`config.mk`:
```
export PLATFORM = sky130hd
export DESIGN_NAME = filter_ctrl_flat
export DESIGN_NICKNAME = d
export VERILOG_FILES = /design/src/rtl/filter_ctrl_if.sv /design/src/rtl/filter_ctrl.sv /design/src/flat_wrapper.sv
export SDC_FILE = /design/constraint.sdc
export NUM_CORES = 1
export LEC_CHECK = 0
export ABC_CLOCK_PERIOD_IN_PS = 1800
export BUFFER_PORTS_ARGS = -buffer_cell sky130_fd_sc_hd__buf_2
export CELL_PAD_IN_SITES_DETAIL_PLACEMENT = 0
export CELL_PAD_IN_SITES_GLOBAL_PLACEMENT = 1
export CORE_UTILIZATION = 35
export DETAILED_ROUTE_END_ITERATION = 8
export PLACE_DENSITY = 0.71
export RECOVER_POWER = 100
export SYNTH_ARGS = -nofsm -noshare
export SYNTH_HDL_FRONTEND = slang
export SYNTH_SLANG_ARGS = --single-unit
```
`constraint.sdc`:
```
create_clock -name clk -period 1.8 [get_ports clk]
set_input_delay 0.27 -clock clk [delete_from_list [all_inputs] [get_ports clk]]
set_output_delay 0.27 -clock clk [all_outputs]
set_load 0.1 [all_outputs]
```
`src/rtl/filter_ctrl_if.sv`:
```
`default_nettype none
// ============================================================
// filter_ctrl_if : handshake bundle between the frame sequencer
// and the top-level / memory / preprocess side.   Rev 1.0
// ============================================================
interface filter_ctrl_if #(
  parameter int ROW_W = 10
);
  logic             start_i;
  logic             abort_i;
  logic             mem_valid_i;
  logic             mem_req_o;
  logic             fetch_en_o;
  logic             fetch_done_i;
  logic             core_en_o;
  logic             core_done_i;
  logic [ROW_W-1:0] row_idx_o;
  logic             busy_o;
  logic             done_o;
  logic             err_o;

  modport master (
    input  start_i, abort_i, mem_valid_i, fetch_done_i, core_done_i,
    output mem_req_o, fetch_en_o, core_en_o, row_idx_o, busy_o, done_o, err_o
  );

  modport slave (
    output start_i, abort_i, mem_valid_i, fetch_done_i, core_done_i,
    input  mem_req_o, fetch_en_o, core_en_o, row_idx_o, busy_o, done_o, err_o
  );
endinterface
`default_nettype wire

```
`src/rtl/filter_ctrl.sv`:
```
`default_nettype none
// ============================================================
// filter_ctrl : frame sequencer for the 3x3 line-buffer stage.
// Optional fetch-stall timeout: FILTER_CTRL_TIMEOUT_EN. Rev 1.0
// ============================================================
module filter_ctrl #(
  parameter int IMG_COLS    = 540,
  parameter int IMG_ROWS    = 960,
  parameter int ROW_W       = 10,
  parameter int TIMEOUT_CYC = 1023
) (
  input  logic          clk,
  input  logic          rst,
  filter_ctrl_if.master bus
);

  typedef enum logic [2:0] {
    IDLE    = 3'd0,
    FETCH   = 3'd1,
    COMPUTE = 3'd2,
    NEXT    = 3'd3,
    DONE    = 3'd4
`ifdef FILTER_CTRL_TIMEOUT_EN
    , ERR   = 3'd5
`endif
  } state_t;

  localparam logic [ROW_W-1:0] LAST_ROW = ROW_W'(IMG_ROWS - 3);

  state_t           state_q, state_d;
  logic [ROW_W-1:0] row_q, row_d;
  logic             fetch_en;

  // Column count is enforced by preprocess through core_done_i.
  logic unused_cfg;
  assign unused_cfg = ^{32'(IMG_COLS), 32'(TIMEOUT_CYC)};

`ifdef FILTER_CTRL_TIMEOUT_EN
  localparam int             TO_W    = $clog2(TIMEOUT_CYC + 1);
  localparam logic [TO_W-1:0] TO_LAST = TO_W'(TIMEOUT_CYC - 1);

  logic [TO_W-1:0] to_cnt_q, to_cnt_d;
  logic            err_q, err_d;
`endif

  assign fetch_en = (state_q == FETCH) && bus.mem_valid_i;

  always_comb begin
    state_d = state_q;
    row_d   = row_q;
`ifdef FILTER_CTRL_TIMEOUT_EN
    err_d    = err_q;
    to_cnt_d = '0;
`endif
    case (state_q)
      IDLE: begin
        if (bus.start_i) begin
          state_d = FETCH;
          row_d   = '0;
`ifdef FILTER_CTRL_TIMEOUT_EN
          err_d   = 1'b0;
`endif
        end
      end
      FETCH: begin
        if (bus.fetch_done_i && fetch_en) begin
          state_d = COMPUTE;
`ifdef FILTER_CTRL_TIMEOUT_EN
        end else if (!bus.mem_valid_i) begin
          // Counter only survives consecutive stall cycles.
          if (to_cnt_q == TO_LAST) begin
            state_d = ERR;
            err_d   = 1'b1;
          end else begin
            to_cnt_d = to_cnt_q + 1'b1;
          end
`endif
        end
      end
      COMPUTE: begin
        if (bus.core_done_i) state_d = NEXT;
      end
      NEXT: begin
        if (row_q == LAST_ROW) begin
          state_d = DONE;
        end else begin
          state_d = FETCH;
          row_d   = row_q + 1'b1;
        end
      end
      DONE: state_d = IDLE;
`ifdef FILTER_CTRL_TIMEOUT_EN
      ERR:  state_d = ERR;
`endif
      default: state_d = IDLE;
    endcase

    // Abort overrides everything, including a start seen in IDLE.
    if (bus.abort_i) begin
      state_d = IDLE;
      row_d   = (state_q == IDLE) ? row_q : '0;
`ifdef FILTER_CTRL_TIMEOUT_EN
      err_d    = err_q;
      to_cnt_d = '0;
`endif
    end
  end

  always_ff @(posedge clk or posedge rst) begin
    if (rst) begin
      state_q  <= IDLE;
      row_q    <= '0;
`ifdef FILTER_CTRL_TIMEOUT_EN
      err_q    <= 1'b0;
      to_cnt_q <= '0;
`endif
    end else begin
      state_q  <= state_d;
      row_q    <= row_d;
`ifdef FILTER_CTRL_TIMEOUT_EN
      err_q    <= err_d;
      to_cnt_q <= to_cnt_d;
`endif
    end
  end

  assign bus.mem_req_o  = (state_q == FETCH);
  assign bus.fetch_en_o = fetch_en;
  assign bus.core_en_o  = (state_q == COMPUTE);
  assign bus.busy_o     = (state_q != IDLE);
  assign bus.done_o     = (state_q == DONE);
  assign bus.row_idx_o  = row_q;
`ifdef FILTER_CTRL_TIMEOUT_EN
  assign bus.err_o      = err_q;
`else
  assign bus.err_o      = 1'b0;
`endif

endmodule
`default_nettype wire

```
`src/flat_wrapper.sv`:
```
// flat-port wrapper written by rule: the top's interface ports become plain ports
module filter_ctrl_flat 
#(
  parameter int IMG_COLS    = 540,
  parameter int IMG_ROWS    = 960,
  parameter int ROW_W       = 10,
  parameter int TIMEOUT_CYC = 1023
)
  (clk, rst, bus_start_i, bus_abort_i, bus_mem_valid_i, bus_fetch_done_i, bus_core_done_i, bus_mem_req_o, bus_fetch_en_o, bus_core_en_o, bus_row_idx_o, bus_busy_o, bus_done_o, bus_err_o);
  filter_ctrl_if #(.ROW_W(ROW_W)) bus_i ();
  input  logic clk;
  input  logic rst;
  input wire logic [$bits(bus_i.start_i)-1:0] bus_start_i;
  input wire logic [$bits(bus_i.abort_i)-1:0] bus_abort_i;
  input wire logic [$bits(bus_i.mem_valid_i)-1:0] bus_mem_valid_i;
  input wire logic [$bits(bus_i.fetch_done_i)-1:0] bus_fetch_done_i;
  input wire logic [$bits(bus_i.core_done_i)-1:0] bus_core_done_i;
  output wire logic [$bits(bus_i.mem_req_o)-1:0] bus_mem_req_o;
  output wire logic [$bits(bus_i.fetch_en_o)-1:0] bus_fetch_en_o;
  output wire logic [$bits(bus_i.core_en_o)-1:0] bus_core_en_o;
  output wire logic [$bits(bus_i.row_idx_o)-1:0] bus_row_idx_o;
  output wire logic [$bits(bus_i.busy_o)-1:0] bus_busy_o;
  output wire logic [$bits(bus_i.done_o)-1:0] bus_done_o;
  output wire logic [$bits(bus_i.err_o)-1:0] bus_err_o;
  assign bus_i.start_i = bus_start_i;
  assign bus_i.abort_i = bus_abort_i;
  assign bus_i.mem_valid_i = bus_mem_valid_i;
  assign bus_i.fetch_done_i = bus_fetch_done_i;
  assign bus_i.core_done_i = bus_core_done_i;
  assign bus_mem_req_o = bus_i.mem_req_o;
  assign bus_fetch_en_o = bus_i.fetch_en_o;
  assign bus_core_en_o = bus_i.core_en_o;
  assign bus_row_idx_o = bus_i.row_idx_o;
  assign bus_busy_o = bus_i.busy_o;
  assign bus_done_o = bus_i.done_o;
  assign bus_err_o = bus_i.err_o;
  filter_ctrl #(.IMG_COLS(IMG_COLS), .IMG_ROWS(IMG_ROWS), .ROW_W(ROW_W), .TIMEOUT_CYC(TIMEOUT_CYC)) u_core (.clk(clk), .rst(rst), .bus(bus_i));
endmodule
```
# Yosys cells after proc, flatten, opt, wreduce, memory -nomap -nowiden
# Cells that the tools add are included.
[totals]
input_bits = 7
regBits = 13
output_inout_bits = 16
wordCells = 32
[classes]
n_eq_ne = 11
reduce_logical = 7
n_mux = 11
n_addsub = 1
[op_table]
columns = ["operator", "count"]
rows = [
  ["2-to-1 mux 10 bit", 4],
  ["one-hot mux 10 bit (2 select lines)", 1],
  ["2-to-1 mux 3 bit", 5],
  ["one-hot mux 3 bit (4 select lines)", 1],
  ["adder 10 x 1 -> 10 bit, second input constant", 1],
  ["== test 10 bit, second input constant", 1],
  ["!= test 3 bit, second input constant", 3],
  ["== test 3 x 2 -> 1 bit, second input constant", 2],
  ["nonzero test 3 bit", 2],
  ["!= test 2 bit, second input constant", 2],
  ["AND reduction 4 bit", 1],
  ["== test 3 x 1 -> 1 bit, second input constant", 1],
  ["== test 3 bit, second input constant", 1],
  ["zero test 3 bit", 1],
  ["!= test 3 x 2 -> 1 bit, second input constant", 1],
  ["AND reduction 3 bit", 1],
  ["logical AND 1 bit", 2],
]

# Logic depth before layout (Yosys ltp)
[depth]
depth_word = 6
mapped_depth = 6
ltp_nobuf = 6

# Worst setup path before layout
# Ideal clock, no wire load.
[synth_path]
path_kind = "register to output"
start = "register u_core.state_q[0]"
end = "output port bus_fetch_en_o"
required_time_ns = 1.530
path_stages_with_launch = 4
n_path_buf = 1
path_slack_ns = -2.361
arrival_time_ns = 3.891
path_cell_list = "dfrtp_1 clkbuf_1 nor3b_1 and2_1"
[synth_via]
elab_chain_len = 2
[synth_rtl]
columns = ["item", "line", "rtl"]
rows = [
  ["from (decl)", "filter_ctrl.sv:30", "state_t state_q, state_d;"],
  ["from (signal assigned)", "filter_ctrl.sv:118", "state_q <= state_d;"],
  ["== test 3 x 1 -> 1 bit", "n/a", ""],
  ["net bus_mem_req_o", "flat_wrapper.sv:18", "output wire logic [$bits(bus_i.mem_req_o)-1:0] bus_mem_req_o;"],
  ["logical AND 1 bit", "filter_ctrl.sv:46", "assign fetch_en = (state_q == FETCH) && bus.mem_valid_i;"],
  ["to (decl)", "flat_wrapper.sv:19", "output wire logic [$bits(bus_i.fetch_en_o)-1:0] bus_fetch_en_o;"],
]
# The timed path passes the listed nets, and every way through them passes these cells.

# Worst setup path in the final report
[layout_path]
start = "register u_core.row_q[0] (netlist: u_core.bus.row_idx_o[0])"
end = "register u_core.row_q[7] (netlist: u_core.bus.row_idx_o[7])"
[layout_via]
elab_chain_len = 4
elab_cells_between_ends = 7
classes_between = "add/sub (1); eq/ne (2); mux (3); reduce/logical (1)"
[layout_rtl]
columns = ["item", "line", "rtl"]
rows = [
  ["from (decl)", "filter_ctrl.sv:31", "logic [ROW_W-1:0] row_q, row_d;"],
  ["from (signal assigned)", "filter_ctrl.sv:119", "row_q <= row_d;"],
  ["adder 10 x 1 -> 10 bit", "filter_ctrl.sv:88", "row_d = row_q + 1'b1;"],
  ["2-to-1 mux 10 bit", "filter_ctrl.sv:84", "if (row_q == LAST_ROW) begin"],
  ["one-hot mux 10 bit (2 select lines)", "filter_ctrl.sv:55", "case (state_q)"],
  ["2-to-1 mux 10 bit", "filter_ctrl.sv:99", "if (bus.abort_i) begin"],
]
# Parallel ways exist; a longest one is shown, timed or not. The select of a mux whose other input is x is not followed.
# A chain may end at the register's enable or synchronous reset.

==> run_results.csv <==
group,metric,value,unit
logic_synthesis,synthFlopType,"dfrtp_1",
cts,cts_hold_buf,0,
routing,vias_per_cell,5.15,
timing,rsz0062_at_grt,"yes",
power_and_ir_drop,pwr-share-comb,24.0,%
logic_synthesis,syn_nets,97,
grt,grt_pass1_wl,3.42,mm
cells_and_area,final_common_cell,"buf_2",
die,io_pins,23,
setup_path,r2r_slack,0.06,ns
die,die_x,49.9,um
cells_and_area,layout.nets,125,
cts,clock_sinks,13,
setup_path,critPathLaunchType,"flip-flop",
logic_synthesis,syn_area,802,um^2
timing,hold_slack,-0.000832,ns
power_and_ir_drop,power.switching,0.198,mW
logic_synthesis,synthCells,88,
power_and_ir_drop,cellPowerDensity,566,nW/um^2
cts,cts_tree,"yes",
setup_path,endpoint_kind,"flip-flop",
routing,dr.pass1.iters,2,
place,dp.cells,136,
power_and_ir_drop,p_leak,0.487,nW
place,numPortBuffers,21,
cells_and_area,fill_cells,205,
logic_synthesis,ys_ff_latch,13,
setup_path,cp.required,2.00,ns
logic_synthesis,yosysWarningCount,0,
cells_and_area,diodes,0,
routing,drt_iter0_markers,6,
cells_and_area,final_cell_mix,"15 x buf_2, 8 x nand3_1, 7 x a21oi_1, 6 x dfrtp_2",
routing,dr.max_layer_used,"met3",
setup_path,worst-path-stages,5,
timing,skew,0.00988,ns
logic_synthesis,ys_seq_area_share,40.6,%
timing,hold_violations,4,
cells_and_area,area_growth_syn_to_layout,38.4,%
grt,grt_antenna_before_repair,0,
grt,grt_max_degree,14,
logic_synthesis,synth_cell_types,35,
cts,cts_root_buffer,"clkbuf_4",
cts,clk_latency,0.28,ns
place,dp_hpwl,1.48,mm
logic_synthesis,synth_edf_count,0,
timing,period_share,96.5,%
setup_path,r2r-start,"u_core.bus.row_idx_o[0]$_DFFE_PP0P_",
timing,slew_violations,0,
power_and_ir_drop,p_int,0.430,mW
cells_and_area,drive_gt1_share,46.1,%
die,initial_core_util,38.9,%
cts,cts_made_buffers,3,
die,die_area,2490,um^2
cts,clkTransAtPathRegs,0.08,ns
routing,num_vias,731,
routing,routedWlPerCell,13.4,um
routing,ant_nets,0,
setup_path,cp_max_fo,6,
routing,drt-met1-wl,966,um
setup_path,worst_path_max_delay_cell,"dfrtp_4",
run_status,outcome,"finished with violations",
setup_path,crit_type,"flip-flop to flip-flop",
setup_path,cp.arrival,1.93,ns
timing,period_needed,1.74,ns
grt,grt_usage,18.2,%
routing,wl_met2,872,um
place,globalplace.congestion,0.730,
die,fp.dieH,49.9,um
die,rows,16,
cts,h-tree-depth,1,
cells_and_area,final_cells,142,
setup_path,startpoint,"u_core.bus.row_idx_o[0]$_DFFE_PP0P_",
cts,clock_path_buffers,2,
setup_path,r2r_end,"u_core.bus.row_idx_o[7]$_DFFE_PP0P_",
grt,gr-total-overflow,0,
worst_hold_path,hp-class,"input pin to asynchronous set/reset pin",
routing,met3_length,66,um
routing,drcViolationCount,0,
power_and_ir_drop,clkPwrFrac,28.7,%
setup_path,cp_top_family,"simple AND/OR/NAND/NOR gates",
run,drv_cap,0,
power_and_ir_drop,switching_share,31.5,%
timing,finalSetupViolCount,0,
timing,relSlewSlack,64.4,%
power_and_ir_drop,p_seq_share,47.4,%
setup_path,crit_path_cell_trace,"ha_4 -> nand3b_1 -> nor2_2 -> or4_1 -> a21oi_1",
routing,drt-total-wl,1.91,mm
setup_path,max_stage_delay,0.52,ns
run_status,violations,"negative hold slack",
power_and_ir_drop,ir_drop,0.426,mV
setup_path,setup.worst_path.end,"u_core.bus.row_idx_o[7]$_DFFE_PP0P_",
grt,grt_pass1_vias,720,
logic_synthesis,syn_avg_cell_area,9.11,um^2
timing,setup_ws,0.0639,ns
setup_path,r2r.worst_path.cells,5,
setup_path,cp_num_buf_inv,0,
die,fp.coreArea,2060,um^2
place,place_ws,0.0706,ns
timing,tightestPinTransition,0.537,ns
timing,fmaxAchievable,0.576,GHz
logic_synthesis,async_reset_ff_share,100,%
[layout make-up]
cell class	instances	area, um^2	area share (%)
Clock buffer	4	26.3	2.37
Inverter	4	15.0	1.35
Multi-Input combinational cell	68	490	44.2
Sequential cell	13	348	31.3
Tap cell	27	33.8	3.04
Timing Repair Buffer	26	196	17.7
[layer usage]
| layer | global-route usage, % | vias to the layer above |
|---|---|---|
| met5 | 0 | - |
| met4 | 4.29 | 0 |
| met3 | 5.86 | 0 |
| met2 | 28.2 | 13 |
| met1 | 24.5 | 335 |
| li1 | - | 383 |
[flip-flops by register name, indices dropped and copies added, names as in the netlist]
| register | count |
|---|---|
| u_core.state_q | 3 |
| u_core.bus.row_idx_o | 10 |
[kinds of logic after synthesis]
family	after synthesis	share of synthesized area [%]
other	1	0.468
adder cells (fa/ha/maj)	2	3.12
XOR/XNOR	1	1.09
AO/OA/AOI/OAI	22	18.3
flip-flops	13	40.6
multiplexers	1	1.40
AND/OR/NAND/NOR	41	31.4
buffers and inverters	7	3.74
[worst reg2reg max path: cells and delay by family (launching register included)]
kind / cells / cell delay [ns]
DFF: 1 / 0.52
adders and majority gates: 1 / 0.16
AOI/OAI and AO/OA: 1 / 0.15
and+or+nand+nor: 3 / 0.82
[Yosys cell counts, drive strengths merged (2+ instances only)]
cell type / count / area [um^2]
dfrtp: 13 / 325
nand3: 8 / 40.0
a21oi: 7 / 35.0
nor2: 6 / 22.5
o31ai: 6 / 45.0
or3: 5 / 36.3
inv: 4 / 15.0
nand2: 4 / 15.0
nor3: 3 / 15.0
and3: 2 / 12.5
clkbuf: 2 / 7.51
ha: 2 / 25.0
nand3b: 2 / 27.5
nor3b: 2 / 15.0
o211ai: 2 / 15.0
o21ai: 2 / 10.0
or4: 2 / 15.0
[power by group through the flow]
stage / Combinational [mW] / Clock (mW) / Sequential, mW
2_1_floorplan: 0.109 / 0 / 0.304
3_3_place_gp: 0.144 / 0 / 0.304
3_5_place_dp: 0.146 / 0 / 0.304
4_1_cts: 0.147 / 0.191 / 0.297
5_1_grt: 0.162 / 0.195 / 0.298
6_report: 0.150 / 0.180 / 0.297
[worst min path at each step]
stage / from / endpoint / slack [ns] / cells after the start
after floorplan: rst / u_core.state_q[0]$_DFFE_PP0P_ / 0.15 / 1
after global placement: rst / u_core.state_q[2]$_DFFE_PP0P_ / 0.32 / 2
after detailed placement: rst / u_core.state_q[2]$_DFFE_PP0P_ / 0.33 / 2
after CTS: rst / u_core.bus.row_idx_o[3]$_DFFE_PP0P_ / 0.01 / 2
after global routing: rst / u_core.bus.row_idx_o[8]$_DFFE_PP0P_ / 0.05 / 2
final: rst / u_core.bus.row_idx_o[3]$_DFFE_PP0P_ / -0.0008 / 2
[through the flow]
stage | hold WS, ns | instance area, um^2 | total power, mW | util (%) | setup TNS (ns)
2_1_floorplan | 0.147 | 888 | 0.413 | - | -0.684
3_3_place_gp | 0.316 | 1060 | 0.447 | 51.4 | 0
3_5_place_dp | 0.333 | 1060 | 0.449 | 51.4 | 0
4_1_cts | 0.0147 | 1090 | 0.636 | 52.8 | 0
5_1_grt | 0.0519 | 1110 | 0.655 | 53.8 | -0.131
6_report | -0.000832 | 1110 | 0.628 | 53.8 | 0
[timing repair]
item	CTS	global route
hold endpoints to repair	0	0
buffers inserted	0	2
setup endpoints to repair	1	7
gates resized for setup	1	3
cloned	0	0
Note: power is estimated with default switching activity, not from simulation.
